`src/rtl/led_bank_ctrl_pkg.sv`:
```
// rtl/led_bank_ctrl_pkg.sv - shared register map and reset values for led_bank_ctrl
package led_bank_ctrl_pkg;

  typedef enum logic [1:0] {
    ADDR_LEDVAL   = 2'd0,
    ADDR_BLINKEN  = 2'd1,
    ADDR_DUTY     = 2'd2,
    ADDR_BLINKDIV = 2'd3
  } reg_addr_e;

  // Sliced down to the configured widths at the point of use
  localparam logic [31:0] RST_LEDVAL      = 32'h0000_0000;
  localparam logic [31:0] RST_BLINKEN     = 32'h0000_0000;
  localparam logic [31:0] RST_DUTY        = 32'hFFFF_FFFF;
  localparam logic [31:0] RST_BLINKDIV    = 32'h0000_0000;
  localparam logic        RST_BLINK_PHASE = 1'b1;

endpackage

```
`src/rtl/led_bank_ctrl_if.sv`:
```
// rtl/led_bank_ctrl_if.sv - CPU word-register bus for led_bank_ctrl
interface led_bank_ctrl_if;
  logic [1:0]  addr;
  logic [31:0] din;
  logic        WE;
  logic [31:0] RD;

  modport master (output addr, output din, output WE, input RD);
  modport slave  (input addr, input din, input WE, output RD);
endinterface

```
`src/rtl/led_bank_ctrl_timebase.sv`:
```
// rtl/led_bank_ctrl_timebase.sv - free-running PWM counter and blink prescaler
module led_timebase
  import led_bank_ctrl_pkg::*;
#(
  parameter int PWM_W = 8,
  parameter int DIV_W = 16
) (
  input  logic             clk,
  input  logic             reset,
  input  logic [PWM_W-1:0] duty,
  input  logic [DIV_W-1:0] blinkdiv,
  input  logic             div_clear,
  output logic             pwm_on,
  output logic             blink_phase
);

  localparam logic [PWM_W-1:0] PWM_ONE = PWM_W'(1);
  localparam logic [DIV_W-1:0] DIV_ONE = DIV_W'(1);

  logic [PWM_W-1:0] r_pwm_cnt;
  logic [DIV_W-1:0] r_div_cnt;
  logic             r_blink_phase;

  always_ff @(posedge clk or posedge reset) begin
    if (reset) r_pwm_cnt <= '0;
    else       r_pwm_cnt <= r_pwm_cnt + PWM_ONE;
  end

  // A divider write restarts the half-period even on a terminal-count edge
  always_ff @(posedge clk or posedge reset) begin
    if (reset) begin
      r_div_cnt     <= '0;
      r_blink_phase <= RST_BLINK_PHASE;
    end else if (div_clear || blinkdiv == '0) begin
      r_div_cnt     <= '0;
      r_blink_phase <= 1'b1;
    end else if (r_div_cnt == blinkdiv) begin
      r_div_cnt     <= '0;
      r_blink_phase <= ~r_blink_phase;
    end else begin
      r_div_cnt     <= r_div_cnt + DIV_ONE;
    end
  end

  assign pwm_on      = (&duty) | (r_pwm_cnt < duty);
  assign blink_phase = r_blink_phase;

endmodule

```
`src/rtl/led_bank_ctrl.sv`:
```
// rtl/led_bank_ctrl.sv - LED bank with per-LED value/blink, global PWM and registered pins
module led_bank_ctrl
  import led_bank_ctrl_pkg::*;
#(
  parameter int N_LED = 32,
  parameter int PWM_W = 8,
  parameter int DIV_W = 16
) (
  input  logic              clk,
  input  logic              reset,
  led_bank_ctrl_if.slave    bus,
  output logic [N_LED-1:0]  led_light
);

  logic [N_LED-1:0] r_ledval;
  logic [N_LED-1:0] r_blinken;
  logic [PWM_W-1:0] r_duty;
  logic [DIV_W-1:0] r_blinkdiv;
  logic [N_LED-1:0] r_led_light;

  logic             w_wr_div;
  logic             w_pwm_on;
  logic             w_blink_phase;
  logic [N_LED-1:0] w_led_next;

  assign w_wr_div = bus.WE && (bus.addr == ADDR_BLINKDIV);

  always_ff @(posedge clk or posedge reset) begin
    if (reset) begin
      r_ledval   <= RST_LEDVAL[N_LED-1:0];
      r_blinken  <= RST_BLINKEN[N_LED-1:0];
      r_duty     <= RST_DUTY[PWM_W-1:0];
      r_blinkdiv <= RST_BLINKDIV[DIV_W-1:0];
    end else if (bus.WE) begin
      case (bus.addr)
        ADDR_LEDVAL:   r_ledval   <= bus.din[N_LED-1:0];
        ADDR_BLINKEN:  r_blinken  <= bus.din[N_LED-1:0];
        ADDR_DUTY:     r_duty     <= bus.din[PWM_W-1:0];
        ADDR_BLINKDIV: r_blinkdiv <= bus.din[DIV_W-1:0];
        default:       r_ledval   <= r_ledval;
      endcase
    end
  end

  led_timebase #(
    .PWM_W (PWM_W),
    .DIV_W (DIV_W)
  ) u_timebase (
    .clk         (clk),
    .reset       (reset),
    .duty        (r_duty),
    .blinkdiv    (r_blinkdiv),
    .div_clear   (w_wr_div),
    .pwm_on      (w_pwm_on),
    .blink_phase (w_blink_phase)
  );

  always_comb begin
    bus.RD = '0;
    case (bus.addr)
      ADDR_LEDVAL:   bus.RD[N_LED-1:0] = r_ledval;
      ADDR_BLINKEN:  bus.RD[N_LED-1:0] = r_blinken;
      ADDR_DUTY:     bus.RD[PWM_W-1:0] = r_duty;
      ADDR_BLINKDIV: bus.RD[DIV_W-1:0] = r_blinkdiv;
      default:       bus.RD = '0;
    endcase
  end

  assign w_led_next = r_ledval & {N_LED{w_pwm_on}} & (~r_blinken | {N_LED{w_blink_phase}});

  always_ff @(posedge clk or posedge reset) begin
    if (reset) r_led_light <= '0;
    else       r_led_light <= w_led_next;
  end

  assign led_light = r_led_light;

endmodule

```
`src/flat_wrapper.sv`:
```
// flat-port wrapper written by rule: the top's interface ports become plain ports
module led_bank_ctrl_flat import led_bank_ctrl_pkg::*;
#(
  parameter int N_LED = 32,
  parameter int PWM_W = 8,
  parameter int DIV_W = 16
)
  (clk, reset, led_light, bus_addr, bus_din, bus_WE, bus_RD);
  led_bank_ctrl_if bus_i ();
  input  logic clk;
  input  logic reset;
  output logic [N_LED-1:0] led_light;
  input wire logic [$bits(bus_i.addr)-1:0] bus_addr;
  input wire logic [$bits(bus_i.din)-1:0] bus_din;
  input wire logic [$bits(bus_i.WE)-1:0] bus_WE;
  output wire logic [$bits(bus_i.RD)-1:0] bus_RD;
  assign bus_i.addr = bus_addr;
  assign bus_i.din = bus_din;
  assign bus_i.WE = bus_WE;
  assign bus_RD = bus_i.RD;
  led_bank_ctrl #(.N_LED(N_LED), .PWM_W(PWM_W), .DIV_W(DIV_W)) u_core (.clk(clk), .reset(reset), .bus(bus_i), .led_light(led_light));
endmodule
```
`config.mk`:
```
export PLATFORM = sky130hd
export DESIGN_NAME = led_bank_ctrl_flat
export DESIGN_NICKNAME = d
export VERILOG_FILES = /design/src/rtl/led_bank_ctrl_pkg.sv /design/src/rtl/led_bank_ctrl_if.sv /design/src/rtl/led_bank_ctrl_timebase.sv /design/src/rtl/led_bank_ctrl.sv /design/src/flat_wrapper.sv
export SDC_FILE = /design/constraint.sdc
export NUM_CORES = 1
export LEC_CHECK = 0
export CAP_MARGIN = 30
export CORE_UTILIZATION = 40
export DETAILED_ROUTE_END_ITERATION = 10
export GPL_ROUTABILITY_DRIVEN = 0
export MAX_ROUTING_LAYER = met4
export PLACE_DENSITY_LB_ADDON = 0.1
export RECOVER_POWER = 50
export SYNTH_ARGS = -nofsm -noshare
export SYNTH_HDL_FRONTEND = slang
export SYNTH_SLANG_ARGS = --single-unit
```
`constraint.sdc`:
```
create_clock -name clk -period 6.3 [get_ports clk]
set_input_delay 0.63 -clock clk [delete_from_list [all_inputs] [get_ports clk]]
set_output_delay 0.63 -clock clk [all_outputs]
set_load 0.1 [all_outputs]
```
==> impl_metrics.csv, run 1 <==
group,metric,value,unit
power_and_ir_drop,p_int,2140,uW
yosys,synthTopCellsByArea,"dfrtp_1 50%, mux2_2 12%, a211oi_1 3.7%",
finish,fill_cells,1497,
finish,drive_gt1_share,19.5,%
global_route,grt-ovfl-total,0,
timing,hold_viol_final,0,
yosys,synth_most_common_cell,"dfrtp_1",
global_route,grt_use_total,21.4,%
setup_path,critPathKind,"in2out",
yosys,synth_edf_count,0,
timing,fin_skew,0.0100,ns
yosys,synth_common_cells,"136 x dfrtp_1, 72 x mux2_2, 63 x nand2_1",
finish,syn2layout_area_growth,27.0,%
yosys,ys.flop_type,"dfrtp_1",
yosys,syn_avg_cell_area,11.5,um2
timing,post-route-min-period,4.85,ns
global_route,antenna_found_initial,1,
setup_path,critPathBufInv,3,
timing,relSlewSlack,-56.1,%
cts,post_cts_buffers,0,
die,die_h,133,um
setup_path,crit_required,5.67,ns
power_and_ir_drop,power.switching,1460,uW
yosys,ys_seq_elements,145,
finish,fin_area,8660,um2
die,start_util,41.1,%
timing,finalMaxSlewViolations,81,
yosys,yosysWarningCount,0,
die,coreArea,16600,um2
global_route,grt_pass1_wl,27800,um
detailed_routing,postRouteAntennaNets,0,
setup_path,worstPathArrival,4.22,ns
finish,seqCellArea,3640,um2
timing,tightest_slew,2.34,ns
detailed_routing,drt-initial-drc-count,252,
setup_path,slowest_stage,"clkbuf_1",
cts,htreeDepth,4,
timing,max_freq,0.206,GHz
cts,cts_resized,0,
status,violations,"max-capacitance violations, max-slew violations",
detailed_routing,wirelength,17000,um
cts,cts_buffer_depth,2,
setup_path,worstSetupStartpointType,"input pin",
yosys,syn_inst,592,
timing,grt_setup_unrepaired,"false",
power_and_ir_drop,combPwrFrac,36.7,%
cts,clk_latency,0.42,ns
finish,nNetsFinal,732,
detailed_routing,drtPass1Iterations,4,
flow_run,cap_violations,4,
cts,clk_pin_slew,0.06,ns
setup_path,critPathMaxFanout,25,
setup_path,worst_setup_path_end_kind,"primary output",
yosys,synth_top_area_share,49.9,%
die,die_area,17600,um2
timing,tns,0,ns
power_and_ir_drop,power.leakage,0.00375,uW
yosys,yosysUniqueCellTypes,42,
cts,clk_root_buffer_cell,"clkbuf_16",
power_and_ir_drop,ir_drop,0.295,mV
global_route,grt_start_max_net_pins,105,
cts,cts_tree,"done",
power_and_ir_drop,switching_share,40.6,%
timing,finalSetupViolCount,0,
finish,multi_input_area,2870,um2
setup_path,crit_family,"buffers and inverters",
setup_path,slowest_delay,1.26,ns
yosys,syn_nets,638,
detailed_routing,routedWlPerCell,18.5,um
detailed_routing,vias,4855,
yosys,syn_area,6820,um2
cts,cts-buffers-inserted,17,
yosys,ys_seq_area_share,53.4,%
timing,fin_crit_sh,77.0,%
place,postPlaceCellArea,8030,um2
die,num_io_pins,101,
detailed_routing,vias_per_cell,5.28,
setup_path,crit_chain,"buf_2, clkbuf_1, nor2_1, a22o_1, clkdlybuf4s50_1",
power_and_ir_drop,power_density,416,nW/um2
detailed_routing,drc,0,
cts,clock-sinks,145,
worst_hold_path,min_path_type,"reg2reg",
yosys,synth_top_cell_by_area,"dfrtp_1",
power_and_ir_drop,p_clk_share,28.3,%
status,status,"complete, but fails checks",
die,row_count,47,
power_and_ir_drop,pwr-share-seq,35.0,%
cts,holdBufCountCts,0,
die,die_w,133,um
global_route,grt_pass1_vias,5144,
place,port_buffers,100,
yosys,postSynth.asyncResetShare,100,%
place,dp_hpwl,11100,um
==> metrics by stage <==
step	worst slack (ns)	std cells	hold slack, ns	utilization, %	total power (uW)
floorplan	1.79	592	0.447	-	2250
global placement	2.37	884	0.475	48.3	2560
detailed placement	2.35	885	0.473	48.4	2590
CTS	2.36	916	0.483	52.0	3620
global route	1.25	919	0.511	52.2	3750
finish	1.45	919	0.485	52.2	3600
==> final timing paths <==
path                                                 from                              to  slack, ns  cells past startpoint
max                                           bus_addr[0]                       bus_RD[8]       1.45                      5
min                        u_core.u_timebase.r_pwm_cnt[0]  u_core.u_timebase.r_pwm_cnt[0]       0.48                      1
max reg2reg                              u_core.r_duty[1]            u_core.led_light[11]       3.35                      6
min reg2reg                u_core.u_timebase.r_pwm_cnt[0]  u_core.u_timebase.r_pwm_cnt[0]       0.48                      1
max in group asynchronous                           reset            u_core.led_light[14]       2.21                      4
min in group asynchronous                           reset            u_core.led_light[31]       0.93                      2
==> cell families after synthesis <==
group	Yosys count	synth area share, %
AOI/OAI and AO/OA	92	8.68
muxes	97	17.0
adders and majority gates	9	1.65
DFF	145	53.4
buffers and inverters	77	4.66
and+or+nand+nor	139	10.4
xor gates and xnor gates	33	4.24
==> power groups by stage <==
stage	registers (uW)	clock network (uW)	logic, uW
after detailed placement	1270	0	1320
after CTS	1260	1040	1320
after global routing	1280	1080	1380
after global placement	1270	0	1290
after floorplan	1640	0	604
final	1260	1020	1320
==> cell type report <==
| type | instances | share of cell area (%) |
|---|---|---|
| multi-input cells | 370 | 33.1 |
| flip-flops and latches | 145 | 42.0 |
| clock inverters | 10 | 1.56 |
| inverters | 42 | 1.83 |
| repair buffers | 110 | 12.9 |
| clock buffers | 21 | 5.32 |
| well taps | 220 | 3.18 |
| diodes | 1 | 0.0289 |
==> metal layers <==
layer	track usage (%)	routed length, um	vias up
li1	-	-	2270
met1	27.0	7930	2458
met2	33.8	8150	108
met3	5.82	744	19
met4	5.94	195	0
met5	-	0	-
==> sequential cells by signal, indices dropped and copies added, names as in the netlist <==
| register | count |
|---|---|
| u_core.r_blinkdiv | 16 |
| u_core.led_light | 32 |
| u_core.u_timebase.r_div_cnt | 16 |
| u_core.r_duty | 8 |
| u_core.u_timebase.r_pwm_cnt | 8 |
| u_core.u_timebase.blink_phase | 1 |
| u_core.r_blinken | 32 |
| u_core.r_ledval | 32 |
==> placed cells by master (no fill, tap or decap), drive strengths merged, types with 17 or more instances in the layout <==
| cell type | n |
|---|---|
| o21ai | 43 |
| xnor2 | 22 |
| mux2 | 72 |
| clkdlybuf4s50 | 97 |
| nor2 | 19 |
| dfrtp | 136 |
| nand2 | 63 |
| a211oi | 35 |
| inv | 41 |
| clkbuf | 23 |
| mux2i | 17 |
Note: power is estimated with default switching activity, not from simulation.
==> run 2, diff against run 1 <==
==> constraint.sdc (replaced) <==
create_clock -name clk -period 4.7 [get_ports clk]
set_input_delay 0.47 -clock clk [delete_from_list [all_inputs] [get_ports clk]]
set_output_delay 0.47 -clock clk [all_outputs]
set_load 0.1 [all_outputs]
==> run 2 against run 1 <==
The flow still finishes with violations (max-capacitance violations, max-slew violations). Register-to-register slack lost 1.1 ns. Sequential power grew 34%. Sequential share of layout area is essentially flat. Critical path type is now in2reg. Largest power group unchanged. Worst setup slack lost 0.33 ns.
==> impl_metrics.csv, run 2 (synthesis gave the netlist of run 1 again) <==
group,metric,value,unit
finish,fin_area,8660,um2
global_route,grt_start_max_net_pins,78,
cts,cts_tree,"done",
finish,layout_common_cells,"136 x dfrtp_1, 95 x clkdlybuf4s50_1, 72 x mux2_2",
flow_run,cap_violations,2,
die,coreArea,16600,um2
finish,utilization,52.2,%
setup_path,critPathBufInv,2,
worst_hold_path,min_path_type,"reg2reg",
setup_path,reg2reg_depth,6,
power_and_ir_drop,power.leakage,0.00377,uW
setup_path,crit_chain,"clkdlybuf4s50_1, nor3b_1, buf_4, mux2_2",
timing,fin_skew,0.0141,ns
die,num_io_pins,101,
setup_path,worst_setup_path_end_kind,"flip-flop",
power_and_ir_drop,p_int,2910,uW
timing,fin_crit_sh,76.3,%
global_route,grt_busiest_layer,"met2",
cts,clk_latency,0.43,ns
detailed_routing,vias_per_cell,5.29,
power_and_ir_drop,combPwrFrac,36.0,%
die,die_area,17600,um2
global_route,grt_pass1_wl,28400,um
place,postPlaceCellArea,8040,um2
worst_hold_path,min_from,"u_core.u_timebase.r_pwm_cnt[7]",
status,status,"complete, but fails checks",
setup_path,slowest_delay,1.93,ns
finish,syn2layout_area_growth,27.0,%
power_and_ir_drop,switching_share,40.6,%
global_route,grt_use_met2,34.5,%
cts,cts-buffers-inserted,17,
global_route,antenna_found_initial,0,
setup_path,critPathMaxFanout,19,
power_and_ir_drop,power_density,567,nW/um2
detailed_routing,drtPass1Iterations,4,
power_and_ir_drop,p_clk_share,29.6,%
timing,finalMaxSlewViolations,93,
finish,drive_gt1_share,20.2,%
cts,cts_buffer_depth,2,
finish,layout_commonest_cell,"dfrtp_1",
global_route,grt-ovfl-total,0,
cts,htreeDepth,4,
setup_path,r2r-end,"u_core.led_light[11]",
finish,antennaDiodeCount,0,
setup_path,critPathLaunch,"bus_WE",
detailed_routing,routedWlPerCell,18.9,um
global_route,grt_pass1_vias,5070,
timing,finalSetupViolCount,0,
power_and_ir_drop,pwr-share-seq,34.4,%
finish,fill_cells,1455,
detailed_routing,drt-initial-drc-count,248,
setup_path,slowest_stage,"nor3b_1",
die,die_w,133,um
status,violations,"max-capacitance violations, max-slew violations",
place,port_buffers,100,
global_route,use_met1,28.1,%
cts,post_cts_buffers,0,
cts,clock-sinks,145,
die,die_h,133,um
worst_hold_path,hold_end,"u_core.u_timebase.r_pwm_cnt[7]",
global_route,grt_use_met3,4.79,%
detailed_routing,postRouteAntennaNets,0,
timing,relSlewSlack,-105,%
timing,grt_setup_unrepaired,"false",
finish,nNetsFinal,731,
detailed_routing,drc,0,
timing,max_freq,0.279,GHz
setup_path,ff2ff_setup_slack,2.22,ns
setup_path,worstPathArrival,3.89,ns
global_route,grt_use_total,21.8,%
detailed_routing,wirelength,17400,um
setup_path,critPathKind,"in2reg",
setup_path,worstSetupStartpointType,"input pin",
place,dp_hpwl,11500,um
timing,hold_viol_final,0,
power_and_ir_drop,power.switching,1990,uW
setup_path,crit_family,"simple AND/OR/NAND/NOR gates",
detailed_routing,vias,4859,
power_and_ir_drop,ir_drop,0.364,mV
timing,post-route-min-period,3.59,ns
timing,tightest_slew,3.08,ns
setup_path,crit_required,5.01,ns
cts,holdBufCountCts,0,
worst_hold_path,holdPathStages,1,
die,start_util,41.1,%
cts,cts_resized,0,
die,row_count,47,
cts,clk_pin_slew,0.06,ns
cts,clk_root_buffer_cell,"clkbuf_16",
setup_path,r2r-start,"u_core.r_duty[5]",
timing,tns,0,ns
## run 2: power groups by stage
stage	Sequential (uW)	Combinational (uW)	Clock, uW
floorplan	2200	810	0
global placement	1700	1740	0
detailed placement	1700	1770	0
CTS	1680	1780	1480
global route	1720	1850	1530
finish	1690	1770	1450
## run 2: per-layer routing
metal / vias up / wire (um) / part of all wire, %
met5: - / 0 / 0
met4: 0 / 211 / 1.2
met1: 2454 / 7980 / 46
met2: 121 / 8290 / 48
li1: 2268 / - / -
met3: 16 / 898 / 5.2
## run 2: per-stage QoR
| step | std cells | total power, uW | hold WS (ns) | setup WS [ns] |
|---|---|---|---|---|
| after global placement | 884 | 3440 | 0.471 | 1.23 |
| after global routing | 918 | 5100 | 0.521 | 0.635 |
| after CTS | 918 | 4940 | 0.495 | 1.20 |
| after detailed placement | 886 | 3480 | 0.484 | 1.19 |
| final | 918 | 4910 | 0.492 | 1.11 |
| after floorplan | 592 | 3010 | 0.447 | 0.350 |
## run 2: worst max path at each step
stage                                to  slack (ns)  cells after the start
floorplan           u_core.led_light[0]        0.35                      1
global placement              bus_RD[2]        1.23                      4
detailed placement            bus_RD[3]        1.19                      4
CTS                           bus_RD[3]        1.20                      4
global route        u_core.r_blinken[0]        0.64                      3
finish               u_core.r_ledval[9]        1.11                      4
## run 2: cell type report
cell class / instances / area [um2] / share of cell area [%]
multi-input combinational: 370 / 2870 / 33.2
timing repair buffer: 109 / 1080 / 12.5
tap: 220 / 275 / 3.18
inverter: 42 / 158 / 1.82
sequential: 145 / 3640 / 42.0
clock buffer: 19 / 453 / 5.23
clock inverter: 13 / 181 / 2.10
